`config.mk`:
```
export PLATFORM = sky130hd
export DESIGN_NAME = spi_slave_rx_flat
export DESIGN_NICKNAME = d
export VERILOG_FILES = /design/src/rtl/spi_rx_pkg.sv /design/src/rtl/spi_slave_rx_if.sv /design/src/rtl/sync_edge_det.sv /design/src/rtl/spi_slave_rx.sv /design/src/flat_wrapper.sv
export SDC_FILE = /design/constraint.sdc
export NUM_CORES = 1
export LEC_CHECK = 0
export ABC_AREA = 1
export ABC_CLOCK_PERIOD_IN_PS = 4450
export BUFFER_PORTS_ARGS = -buffer_cell sky130_fd_sc_hd__buf_2
export CELL_PAD_IN_SITES_DETAIL_PLACEMENT = 2
export CELL_PAD_IN_SITES_GLOBAL_PLACEMENT = 2
export CORE_UTILIZATION = 38
export CTS_CLUSTER_SIZE = 40
export DETAILED_ROUTE_END_ITERATION = 8
export PLACE_DENSITY_LB_ADDON = 0.1
export SYNTH_ARGS = -nofsm -noshare
export SYNTH_HDL_FRONTEND = slang
export SYNTH_SLANG_ARGS = --single-unit
```
`constraint.sdc`:
```
create_clock -name i_clk -period 4.45 [get_ports i_clk]
set_clock_uncertainty 0.15 [all_clocks]
set_input_delay 0.89 -clock i_clk [delete_from_list [all_inputs] [get_ports i_clk]]
set_output_delay 0.89 -clock i_clk [all_outputs]
set_load 0.03 [all_outputs]
```
`src/rtl/spi_rx_pkg.sv`:
```
// spi_rx_pkg: shared types and constants for the SPI slave receiver
// Contents: state_e (IDLE/SHIFT/PUBLISH receive FSM states), SYNC_DEPTH (flops per async input)
package spi_rx_pkg;
    localparam int SYNC_DEPTH = 2;
    typedef enum logic [1:0] {IDLE, SHIFT, PUBLISH} state_e;
endpackage

```
`src/rtl/spi_slave_rx_if.sv`:
```
// spi_slave_rx_if: SPI pins plus consumer handshake of the SPI slave receiver
// Signals: i_sck/i_mosi/i_ss_n SPI pins, i_ack consumer acknowledge,
//          o_data/o_valid published frame, o_busy frame in progress, o_overrun/o_frame_err pulses
// Modports: master (SPI master + consumer side), slave (receiver side)
interface spi_slave_rx_if #(
    parameter int DATA_W = 8
);
    logic              i_sck;
    logic              i_mosi;
    logic              i_ss_n;
    logic              i_ack;
    logic [DATA_W-1:0] o_data;
    logic              o_valid;
    logic              o_busy;
    logic              o_overrun;
    logic              o_frame_err;
    modport master (
        output i_sck, i_mosi, i_ss_n, i_ack,
        input  o_data, o_valid, o_busy, o_overrun, o_frame_err
    );
    modport slave (
        input  i_sck, i_mosi, i_ss_n, i_ack,
        output o_data, o_valid, o_busy, o_overrun, o_frame_err
    );
endinterface

```
`src/rtl/sync_edge_det.sv`:
```
// sync_edge_det: SYNC_DEPTH-flop synchronizer with rise/fall pulse detection on the synced level
// Ports: i_clk clock, i_rst_n async active-low reset, i_async raw input,
//        o_sync synchronized level, o_rise/o_fall one-cycle edge pulses
module sync_edge_det
    import spi_rx_pkg::*;
#(
    parameter logic RST_VAL = 1'b0
) (
    input  logic i_clk,
    input  logic i_rst_n,
    input  logic i_async,
    output logic o_sync,
    output logic o_rise,
    output logic o_fall
);
    logic [SYNC_DEPTH-1:0] sync_q;
    logic                  prev_q;
    logic [SYNC_DEPTH:0]   warm_q;
    always_ff @(posedge i_clk or negedge i_rst_n) begin
        if (!i_rst_n) begin
            sync_q <= {SYNC_DEPTH{RST_VAL}};
            prev_q <= RST_VAL;
            warm_q <= '0;
        end else begin
            sync_q <= {sync_q[SYNC_DEPTH-2:0], i_async};
            prev_q <= sync_q[SYNC_DEPTH-1];
            warm_q <= {warm_q[SYNC_DEPTH-1:0], 1'b1};
        end
    end
    assign o_sync = sync_q[SYNC_DEPTH-1];
    // Edges are suppressed until the pipeline holds only real samples, so the
    // reset idle level never fakes an edge (e.g. ss_n held low across reset).
    assign o_rise = &warm_q & o_sync & ~prev_q;
    assign o_fall = &warm_q & ~o_sync & prev_q;
endmodule

```
`src/rtl/spi_slave_rx.sv`:
```
// spi_slave_rx: SPI slave receiver publishing DATA_W-bit frames with a valid/ack handshake
// Ports: i_clk system clock (>= 4x SCK), i_rst_n async active-low reset,
//        bus (spi_slave_rx_if.slave): i_sck/i_mosi/i_ss_n SPI pins, i_ack consumer ack,
//        o_data/o_valid last frame and unread flag, o_busy frame in progress,
//        o_overrun unread data overwritten (pulse), o_frame_err short frame (pulse)
// Build option: define SPI_RX_FRAME_ERR_EN to pulse o_frame_err on discarded short frames
module spi_slave_rx
    import spi_rx_pkg::*;
#(
    parameter int DATA_W    = 8,
    parameter int CPOL      = 0,
    parameter int CPHA      = 0,
    parameter int MSB_FIRST = 1
) (
    input  logic          i_clk,
    input  logic          i_rst_n,
    spi_slave_rx_if.slave bus
);
    localparam int               CNT_W = $clog2(DATA_W + 1);
    localparam logic [CNT_W-1:0] FULL  = CNT_W'(DATA_W);

    logic sck_lvl_unused, sck_rise, sck_fall;
    logic ss_lvl_unused, ss_rise, ss_fall;
    logic mosi, mosi_rise_unused, mosi_fall_unused;

    sync_edge_det #(.RST_VAL(1'(CPOL))) u_sck (
        .i_clk, .i_rst_n, .i_async(bus.i_sck),
        .o_sync(sck_lvl_unused), .o_rise(sck_rise), .o_fall(sck_fall)
    );
    sync_edge_det #(.RST_VAL(1'b1)) u_ss (
        .i_clk, .i_rst_n, .i_async(bus.i_ss_n),
        .o_sync(ss_lvl_unused), .o_rise(ss_rise), .o_fall(ss_fall)
    );
    sync_edge_det #(.RST_VAL(1'b0)) u_mosi (
        .i_clk, .i_rst_n, .i_async(bus.i_mosi),
        .o_sync(mosi), .o_rise(mosi_rise_unused), .o_fall(mosi_fall_unused)
    );

    state_e            state_q, state_d;
    logic [CNT_W-1:0]  cnt_q, cnt_d;
    logic [DATA_W-1:0] shift_q, shift_d, data_q, data_d;
    logic              valid_q, valid_d, busy_q, busy_d, ovr_q, ovr_d;
    logic              sample, full;

    // Mode 0 and 3 sample on rising SCK, modes 1 and 2 on falling SCK.
    assign sample = ((CPOL ^ CPHA) != 0) ? sck_fall : sck_rise;
    assign full   = (cnt_q == FULL);

`ifdef SPI_RX_FRAME_ERR_EN
    logic ferr_q, ferr_d;
    assign bus.o_frame_err = ferr_q;
`else
    assign bus.o_frame_err = 1'b0;
`endif

    always_comb begin
        state_d = state_q;
        cnt_d   = cnt_q;
        shift_d = shift_q;
        data_d  = data_q;
        valid_d = valid_q & ~bus.i_ack;
        ovr_d   = 1'b0;
`ifdef SPI_RX_FRAME_ERR_EN
        ferr_d  = 1'b0;
`endif
        unique case (state_q)
            IDLE: begin
                if (ss_fall) begin
                    state_d = SHIFT;
                    cnt_d   = '0;
                    shift_d = '0;
                end
            end
            SHIFT: begin
                if (sample) begin
                    shift_d = (MSB_FIRST != 0) ? {shift_q[DATA_W-2:0], mosi} : {mosi, shift_q[DATA_W-1:1]};
                    cnt_d   = full ? cnt_q : cnt_q + CNT_W'(1);
                end
                if (ss_rise) state_d = PUBLISH;
            end
            PUBLISH: begin
                state_d = IDLE;
                if (full) begin
                    data_d  = shift_q;
                    valid_d = 1'b1;
                    ovr_d   = valid_q & ~bus.i_ack;
                end
`ifdef SPI_RX_FRAME_ERR_EN
                else ferr_d = 1'b1;
`endif
            end
            default: state_d = IDLE;
        endcase
        busy_d = (state_d == SHIFT);
    end

    always_ff @(posedge i_clk or negedge i_rst_n) begin
        if (!i_rst_n) begin
            state_q <= IDLE;
            cnt_q   <= '0;
            shift_q <= '0;
            data_q  <= '0;
            valid_q <= 1'b0;
            busy_q  <= 1'b0;
            ovr_q   <= 1'b0;
`ifdef SPI_RX_FRAME_ERR_EN
            ferr_q  <= 1'b0;
`endif
        end else begin
            state_q <= state_d;
            cnt_q   <= cnt_d;
            shift_q <= shift_d;
            data_q  <= data_d;
            valid_q <= valid_d;
            busy_q  <= busy_d;
            ovr_q   <= ovr_d;
`ifdef SPI_RX_FRAME_ERR_EN
            ferr_q  <= ferr_d;
`endif
        end
    end

    assign bus.o_data    = data_q;
    assign bus.o_valid   = valid_q;
    assign bus.o_busy    = busy_q;
    assign bus.o_overrun = ovr_q;
endmodule
```
`src/flat_wrapper.sv`:
```
// flat-port wrapper written by rule: the top's interface ports become plain ports
module spi_slave_rx_flat import spi_rx_pkg::*;
#(
    parameter int DATA_W    = 8,
    parameter int CPOL      = 0,
    parameter int CPHA      = 0,
    parameter int MSB_FIRST = 1
)
  (i_clk, i_rst_n, bus_i_sck, bus_i_mosi, bus_i_ss_n, bus_i_ack, bus_o_data, bus_o_valid, bus_o_busy, bus_o_overrun, bus_o_frame_err);
  spi_slave_rx_if #(.DATA_W(DATA_W)) bus_i ();
  input  logic i_clk;
  input  logic i_rst_n;
  input wire logic [$bits(bus_i.i_sck)-1:0] bus_i_sck;
  input wire logic [$bits(bus_i.i_mosi)-1:0] bus_i_mosi;
  input wire logic [$bits(bus_i.i_ss_n)-1:0] bus_i_ss_n;
  input wire logic [$bits(bus_i.i_ack)-1:0] bus_i_ack;
  output wire logic [$bits(bus_i.o_data)-1:0] bus_o_data;
  output wire logic [$bits(bus_i.o_valid)-1:0] bus_o_valid;
  output wire logic [$bits(bus_i.o_busy)-1:0] bus_o_busy;
  output wire logic [$bits(bus_i.o_overrun)-1:0] bus_o_overrun;
  output wire logic [$bits(bus_i.o_frame_err)-1:0] bus_o_frame_err;
  assign bus_i.i_sck = bus_i_sck;
  assign bus_i.i_mosi = bus_i_mosi;
  assign bus_i.i_ss_n = bus_i_ss_n;
  assign bus_i.i_ack = bus_i_ack;
  assign bus_o_data = bus_i.o_data;
  assign bus_o_valid = bus_i.o_valid;
  assign bus_o_busy = bus_i.o_busy;
  assign bus_o_overrun = bus_i.o_overrun;
  assign bus_o_frame_err = bus_i.o_frame_err;
  spi_slave_rx #(.DATA_W(DATA_W), .CPOL(CPOL), .CPHA(CPHA), .MSB_FIRST(MSB_FIRST)) u_core (.i_clk(i_clk), .i_rst_n(i_rst_n), .bus(bus_i));
endmodule
```
# Word-level counts from Yosys, hierarchy flattened
# Index checks and enable logic that the tools add are counted.
# totals
wordCells	54
register_bits	39
# classes
reduce_logical	7
n_eq_ne	7
n_bitwise	11
addsub	1
muxes	14
# op_table
operator	count
$mux W8	2
$pmux W8 S2	1
$mux W4	3
$reduce_and A3 Y1	3
$pmux W4 S2	1
$and A1 B1 Y1	7
$add A4 B1 Y4 const B	1
$eq A2 B1 Y1 const B	2
$eq A4 B4 Y1 const B	1
$mux W1	4
$mux W2	2
$ne A2 B1 Y1 const B	2
$not A1 Y1	4
$pmux W2 S2	1
$reduce_and A4 Y1	1
$eq A2 B2 Y1 const B	1
$logic_not A2 Y1	1
$ne A2 B2 Y1 const B	1
$reduce_and A2 Y1	1
$reduce_bool A2 Y1	1

# Depth between registers and ports, before layout
# Gate-level depths: netlist of the first run.
# logic_depth
word_depth	6
depth_mapped	8
mapped_depth_nobuf	8

# Cells and area by module
# From an unflattened synthesis of the first run, not the netlist that was laid out.
# unflattened
cells_unflattened	154
hier_area_um2	1661.6
# by_module_without_submodules
module	n_inst	seq_area_each_um2	area_per_inst_um2	cells_per_inst
spi_slave_rx	1	625.6	1113.6	112
sync_edge_det at u_core.u_mosi ...	2	150.1	181.4	14
sync_edge_det at u_core.u_ss	1	153.9	185.2	14

# Least setup slack after synthesis of the first run
# No wires, ideal clock.
# synth_path
kind	reg-to-output
start	reg u_core.data_q[0] (netlist: u_core.bus.o_data[0])
end	out bus_o_data[0]
stages_incl_launch_ff	1
setup_slack_ns	2.928
t_required_ns	3.410
t_arrival_ns	0.482
path_cell_list	dfrtp_1
# synth_lines
item	line	text
start, declared	spi_slave_rx.sv:41	logic [DATA_W-1:0] shift_q, shift_d, data_q, data_d;
start signal, assigned	spi_slave_rx.sv:113	data_q <= data_d;
end, declared	flat_wrapper.sv:17	output wire logic [$bits(bus_i.o_data)-1:0] bus_o_data;
# No word-level cell between the ends.

# Final worst setup path of the first run
# layout_path
start	reg u_core.data_q[2] (netlist: u_core.bus.o_data[2])
end	out bus_o_data[2]
# No word-level cell between the ends.

==> results of run 1 <==
-- final timing paths --
check / to / slack [ns]
worst max-delay path: bus_o_data[2] / 2.55
worst min-delay path: u_core.u_ss.sync_q[1] / 0.21
worst max register to register: u_core.shift_q[0] / 2.81
worst min register to register: u_core.u_ss.sync_q[1] / 0.21
max in group asynchronous: u_core.bus.o_data[3] / 3.11
min in group asynchronous: u_core.state_q[1] / 0.54
-- metal layers --
metal,vias to the layer above,GRT usage [%],share of wire [%]
li1,511,-,-
met1,532,22.4,45
met2,16,30.4,52
met3,5,5.21,2.5
met4,0,7.34,0.87
met5,-,0,0
-- power by group through the flow --
stage          registers (mW)  clock network [mW]  logic [mW]
2_1_floorplan           0.389                   0       0.132
3_3_place_gp            0.385                   0       0.169
3_5_place_dp            0.390                   0       0.176
4_1_cts                 0.385               0.247       0.179
5_1_grt                 0.388               0.259       0.196
6_report                0.384               0.237       0.174
-- cell usage in the layout (no fill, tap or decap) --
| cell | instances |
|---|---|
| dfrtp_1 | 33 |
| a21boi_0 | 2 |
| inv_1 | 16 |
| nor2_2 | 2 |
| dfstp_2 | 3 |
| nand2_2 | 1 |
| nand3_2 | 3 |
| nand2_1 | 42 |
| nor2_4 | 1 |
| conb_1 | 2 |
| clkbuf_1 | 2 |
| nand3b_1 | 2 |
| ha_1 | 2 |
| nand3_1 | 13 |
| clkbuf_8 | 6 |
| nor4_1 | 1 |
| nor2_1 | 12 |
| nor3_1 | 1 |
| buf_2 | 16 |
| nand4_1 | 1 |
| o21ai_4 | 1 |
| xnor2_1 | 1 |
| o21ai_2 | 7 |
| inv_2 | 3 |
| nand2_4 | 2 |
-- cell type report --
cell class              count  area share (%)
clock buffers               8            5.23
multi-input cells          96            30.0
flip-flops and latches     36            52.5
repair buffers             16            4.65
inverters                  19            4.14
well taps                  48            3.49
-- cell families after synthesis --
logic type | count (synthesis)
compound gates | 10
fa+ha+maj | 2
simple gates | 81
other cells | 2
xor+xnor | 1
buf+inv | 23
flops | 36
-- flip-flops by register name, indices dropped and copies added (netlist names) --
name                  cells
u_core.u_mosi.sync_q      2
u_core.shift_q            8
u_core.u_sck.sync_q       2
u_core.bus.o_busy         1
u_core.cnt_q              4
u_core.u_ss.sync_q        2
u_core.u_ss.prev_q        1
u_core.u_sck.prev_q       1
u_core.bus.o_valid        1
u_core.bus.o_data         8
u_core.state_q            2
u_core.bus.o_overrun      1
u_core.u_sck.warm_q       3
==> out/results.ini, run 1 <==
[clocking]
clockBufferDepth = 2
cts_hold_buf = 0
cts_resized = 0
cts_setup_buffers = 0
cts.htree.levels = 2
cts_tree = built
numCtsBuffers = 5
clkLatencyLatePin_ns = 0.28
clock_sinks = 36
clockRootBuffer = clkbuf_8
clkTransAtPathRegs_ns = 0.07

[yosys]
yosysUniqueCellTypes = 24
yosysMostFrequentCell = nand2_1
post_synth_xor_area_fraction_pct = 0.571
async_flop_share_pct = 100
synth_area_leaders = dfrtp_1 54%, nand2_1 10%, dfstp_2 5.1%
synth_top_family_by_area = simple AND/OR/NAND/NOR gates
synthSimpleGateAreaFrac_pct = 25.0
synth_edf_count = 0
ys_warn_count = 0
ys_seq_area_share_pct = 59.0
synth_seq_cells = 36
synth_top_cell_area_share_pct = 53.8
syn-num-nets = 163
synth_ff_type = dfrtp_1
synthAdderAreaFrac_pct = 1.63
synthMuxAreaShare_pct = 0
yosysTopAreaCell = dfrtp_1
synth_area_um2 = 1530
ys_top_cells_by_count = 42 x nand2_1, 33 x dfrtp_1, 16 x inv_1, 13 x nand3_1, 12 x nor2_1
synth_compound_area_share_pct = 6.04
syn_avg_cell_area_um2 = 9.90
syn_inst = 155

[cells_and_area]
synthToLayoutAreaGrowth_pct = 12.3
fillers = 423
ff_latch_area_um2 = 905
multi_input_area_um2 = 517
antenna-diode-count = 0
final_cell_area_um2 = 1720
fin_util_pct = 45.7
instances_no_fill = 223
final_nets = 182
layout-drive-gt1-share_pct = 25.7

[setup_path]
crit_slowest_cell = dfrtp_1
crit_type = flip-flop to output pin
rr_worst_depth = 5
path_cells = buf_2
crit_fanout = 2
path_delay_family = flip-flops
cp.required_ns = 3.41
cp-startpoint = u_core.bus.o_data[2]
cp_num_buf_inv = 1
arrival_ns = 0.86
start_kind = flip-flop
r2r_start = u_core.u_ss.prev_q
slowest_delay_ns = 0.40
cp.depth = 1
cp-end-kind = output pin

[timing]
final_max_slew_viol_count = 0
fin_crit_ns = 1.90
tightest_slew_ns = 0.799
min_period_over_period_pct = 42.8
finalSetupViolCount = 0
hold_viol_final = 0
setup_tns_ns = 0
timing.hold.ws_ns = 0.208
rsz0062_at_grt = no
fmax_ghz = 0.525
worst_slack_ns = 2.55
slew_headroom_pct = 46.7

[global_routing]
grt.total_usage_pct = 18.4
antenna_found_initial = 0
grt_pass1_wl_um = 5730
grt_max_degree = 37
grt_overflow = 0
first_global_vias = 1213

[routing]
num_vias = 1064
dr.pass1.iters = 2
drtAntennaViolNets = 0
drt_iter0_drc = 37
wirelength_um = 3330
routedWlPerCell_um = 14.9
drc = 0
vias_per_cell = 4.77

[power]
p_sw_share_pct = 33.4
p_comb_share_pct = 21.9
p_int_uw = 529
peakVddDrop_mv = 0.198
switchingPower_uw = 265
power.total_uw = 795
power_leakage_nw = 0.877
power-per-cell-area_nw_per_um2 = 461
p_seq_share_pct = 48.3
p_clk_share_pct = 29.8

[placed_design]
postPlaceCellArea_um2 = 1630
pre_cts_slack_ns = 2.72
dp_hpwl_um = 2330
port_buffers = 16
gp_congestion = 0.771
placed_cells = 215

[worst_hold_path]
hold_class = flip-flop to flip-flop
hp-start = u_core.u_ss.sync_q[0]
holdPathStages = 0

[floorplan]
coreArea_um2 = 3770
die-area_um2 = 4290
floorplan.initialDensity_pct = 40.7
io_pins = 18
die_h_um = 65.5
die_width_um = 65.5
rows = 22

[job]
maxCapViolations = 0

[run_status]
status = finished clean

No activity file was read; power rests on OpenSTA's default activity.
==> inputs of run 2 (changes only) <==
--- a/config.mk
+++ b/config.mk
@@ -5,12 +5,12 @@
 export SDC_FILE = /design/constraint.sdc
 export NUM_CORES = 1
 export LEC_CHECK = 0
-export ABC_AREA = 1
-export ABC_CLOCK_PERIOD_IN_PS = 4450
+export ABC_AREA = 0
+export ABC_CLOCK_PERIOD_IN_PS = 1730
 export BUFFER_PORTS_ARGS = -buffer_cell sky130_fd_sc_hd__buf_2
 export CELL_PAD_IN_SITES_DETAIL_PLACEMENT = 2
 export CELL_PAD_IN_SITES_GLOBAL_PLACEMENT = 2
-export CORE_UTILIZATION = 38
+export CORE_UTILIZATION = 35
 export CTS_CLUSTER_SIZE = 40
 export DETAILED_ROUTE_END_ITERATION = 8
 export PLACE_DENSITY_LB_ADDON = 0.1
==> constraint.sdc (replaced) <==
create_clock -name i_clk -period 1.73 [get_ports i_clk]
set_clock_uncertainty 0.15 [all_clocks]
set_input_delay 0.346 -clock i_clk [delete_from_list [all_inputs] [get_ports i_clk]]
set_output_delay 0.346 -clock i_clk [all_outputs]
set_load 0.03 [all_outputs]
==> out/results.ini, run 2 <==
[power]
p_seq_share_pct = 45.4  ; -2.9 points
power.total_mw = 2.05  ; +160%
power-per-cell-area_nw_per_um2 = 1070  ; +130%
p_clk_share_pct = 39.4  ; +9.6 points
switchingPower_uw = 495  ; +86%
peakVddDrop_mv = 0.578  ; +190%
p_int_mw = 1.56  ; +190%
p_comb_share_pct = 15.1  ; -6.8 points
p_sw_share_pct = 24.1  ; -9.3 points
power_leakage_nw = 0.952  ; +8.5%

[yosys]
async_flop_share_pct = 100  ; unchanged
ys_warn_count = 0  ; unchanged
syn-num-nets = 123  ; -25%
yosysUniqueCellTypes = 34  ; +42%
yosysMostFrequentCell = dfrtp_1
syn_inst = 115  ; -26%
yosysTopAreaCell = dfrtp_1
ys_seq_area_share_pct = 58.3  ; -0.67 points
syn_avg_cell_area_um2 = 13.5  ; +36%
synth_edf_count = 0  ; unchanged
synth_seq_cells = 36  ; unchanged
ys_top_cells_by_count = 33 x dfrtp_1, 8 x mux2_1, 8 x o31a_1, 6 x o211ai_1, 5 x nand3_1
synth_area_leaders = dfrtp_1 53%, mux2_1 5.8%, dfstp_2 5.1%
synth_top_cell_area_share_pct = 53.2  ; -0.61 points
synth_area_um2 = 1550  ; +1.1%
synth_ff_type = dfrtp_1

[routing]
wirelength_um = 3500  ; +5.2%
dr_wl_met2_um = 1670  ; -2.6%
vias_per_cell = 5.25  ; +10%
drt_iter0_drc = 48  ; +30%
num_vias = 1034  ; -2.8%
top_layer = met4
m1WireLength_um = 1630  ; +8.7%
routedWlPerCell_um = 17.8  ; +19%
drtAntennaViolNets = 0  ; unchanged
dr.pass1.iters = 4  ; +2
drc = 0  ; unchanged
wl_met3_um = 123  ; +48%

[setup_path]
start_kind = flip-flop
cp.required_ns = 1.75  ; -1.66 ns
crit_type = flip-flop to flip-flop
arrival_ns = 1.74  ; +0.88 ns
cp-end-kind = flip-flop
r2r_setup_slack_ns = 0.006  ; -2.80 ns
crit_fanout = 10  ; +8

[job]
maxCapViolations = 0  ; unchanged

[clocking]
cts_tree = built
clkTransAtPathRegs_ns = 0.07  ; about the same
clockRootBuffer = clkbuf_8
clockBufferDepth = 2  ; unchanged
clkLatencyLatePin_ns = 0.29  ; about the same
clock_sinks = 36  ; unchanged
cts_setup_buffers = 0  ; unchanged
numCtsBuffers = 5  ; unchanged
cts.htree.levels = 2  ; unchanged

[global_routing]
grt_overflow = 0  ; unchanged
grt_pass1_wl_um = 5980  ; +4.3%
grt.total_usage_pct = 18.2  ; -0.14 points
first_global_vias = 1123  ; -7.4%
grt_max_degree = 21  ; -43%
antenna_found_initial = 0  ; unchanged

[placed_design]
gp_congestion = 0.851  ; +10%
dp_hpwl_um = 2500  ; +7.2%
postPlaceCellArea_um2 = 1760  ; +8.0%
port_buffers = 16  ; unchanged

[floorplan]
rows = 23  ; +4.5%
coreArea_um2 = 4120  ; +9.1%
floorplan.initialDensity_pct = 37.7  ; -3.0 points
die_h_um = 68.6  ; +4.6%
die-area_um2 = 4700  ; +9.5%
io_pins = 18  ; unchanged
die_width_um = 68.6  ; +4.6%

[cells_and_area]
layout-drive-gt1-share_pct = 36.1  ; +10 points
antenna-diode-count = 0  ; unchanged
final_cell_mix = 33 x dfrtp_1, 16 x buf_2, 10 x buf_4
final_cell_area_um2 = 1920  ; +11%
final_nets = 154  ; -15%
synthToLayoutAreaGrowth_pct = 23.5
final_common_cell = dfrtp_1

[timing]
fmax_ghz = 0.580
rsz0062_at_grt = yes
final_max_slew_viol_count = 0  ; unchanged
fin_crit_ns = 1.72
finalSetupViolCount = 0  ; unchanged
hold_viol_final = 0  ; unchanged
min_period_over_period_pct = 99.7

[run_status]
status = finished clean

[worst_hold_path]
hold_class = primary input to flip-flop

[run 2: per-stage QoR]
step | utilization (%) | cells | hold WS, ns | setup TNS [ns] | setup WS, ns
2_1_floorplan | - | 115 | -0.0996 | 0 | 0.0384
3_3_place_gp | 42.9 | 187 | 0.159 | 0 | 0.0695
3_5_place_dp | 42.9 | 187 | 0.167 | 0 | 0.0116
4_1_cts | 46.5 | 197 | 0.00437 | 0 | 0.00787
5_1_grt | 46.6 | 197 | 0.00351 | -0.518 | -0.0733
6_report | 46.6 | 197 | 0.0160 | 0 | 0.00557
[run 2: path summary, 6_finish.rpt]
kind / depth (start not counted) / from / end
setup reg to reg: 6 / u_core.cnt_q[1] / u_core.bus.o_data[3]
max in group asynchronous: 3 / i_rst_n / u_core.u_ss.sync_q[0]
hold / removal: 1 / bus_i_sck / u_core.u_sck.sync_q[0]
min in group asynchronous: 2 / i_rst_n / u_core.cnt_q[0]
setup / recovery: 6 / u_core.cnt_q[1] / u_core.bus.o_data[3]
hold reg to reg: 0 / u_core.u_ss.sync_q[0] / u_core.u_ss.sync_q[1]
[run 2: area by class of cell]
type / instances / area (um2)
multi-input cells: 68 / 582
clock buffers: 7 / 96.3
well taps: 50 / 62.6
inverters: 4 / 15.0
clock inverters: 1 / 30.0
fillers: 419 / 2200
repair buffers: 31 / 226
flip-flops and latches: 36 / 905
[run 2: logic make-up after synthesis]
| group | Yosys count | share of synthesized area (%) |
|---|---|---|
| AO/OA/AOI/OAI | 22 | 11.3 |
| flip-flops | 36 | 58.3 |
| other | 2 | 0.484 |
| AND/OR/NAND/NOR | 26 | 11.4 |
| buffers and inverters | 11 | 4.35 |
| multiplexers | 16 | 12.6 |
| adder cells (fa/ha/maj) | 2 | 1.61 |
[run 2: timing repair]
action / CTS / global route
gates resized for setup: 1 / 2
hold buffers: 2 / 0
endpoints found under the setup margin: 5 / 9
endpoints found under the hold margin: 17 / 0
[run 2: worst max-delay path, cell delays in order, from the launching register on]
cell and delay (ns):
dfrtp_1 0.38, inv_1 0.07, ha_2 0.18, nand3b_1 0.11, nor3b_2 0.20, buf_6 0.18
mux2_1 0.33
[run 2: metal layers]
| metal | global-route usage [%] | vias up |
|---|---|---|
| met5 | 0 | - |
| met4 | 8.07 | 0 |
| met3 | 4.61 | 8 |
| met2 | 28.4 | 19 |
| met1 | 23.8 | 527 |
| li1 | - | 480 |
[run 2: power groups by stage]
stage / Combinational (mW) / Clock (mW) / Sequential [mW]
after global placement: 0.281 / 0 / 0.945
after CTS: 0.303 / 0.835 / 0.934
after detailed placement: 0.296 / 0 / 0.950
after global routing: 0.341 / 0.869 / 0.940
final: 0.311 / 0.810 / 0.932
after floorplan: 0.154 / 0 / 0.955
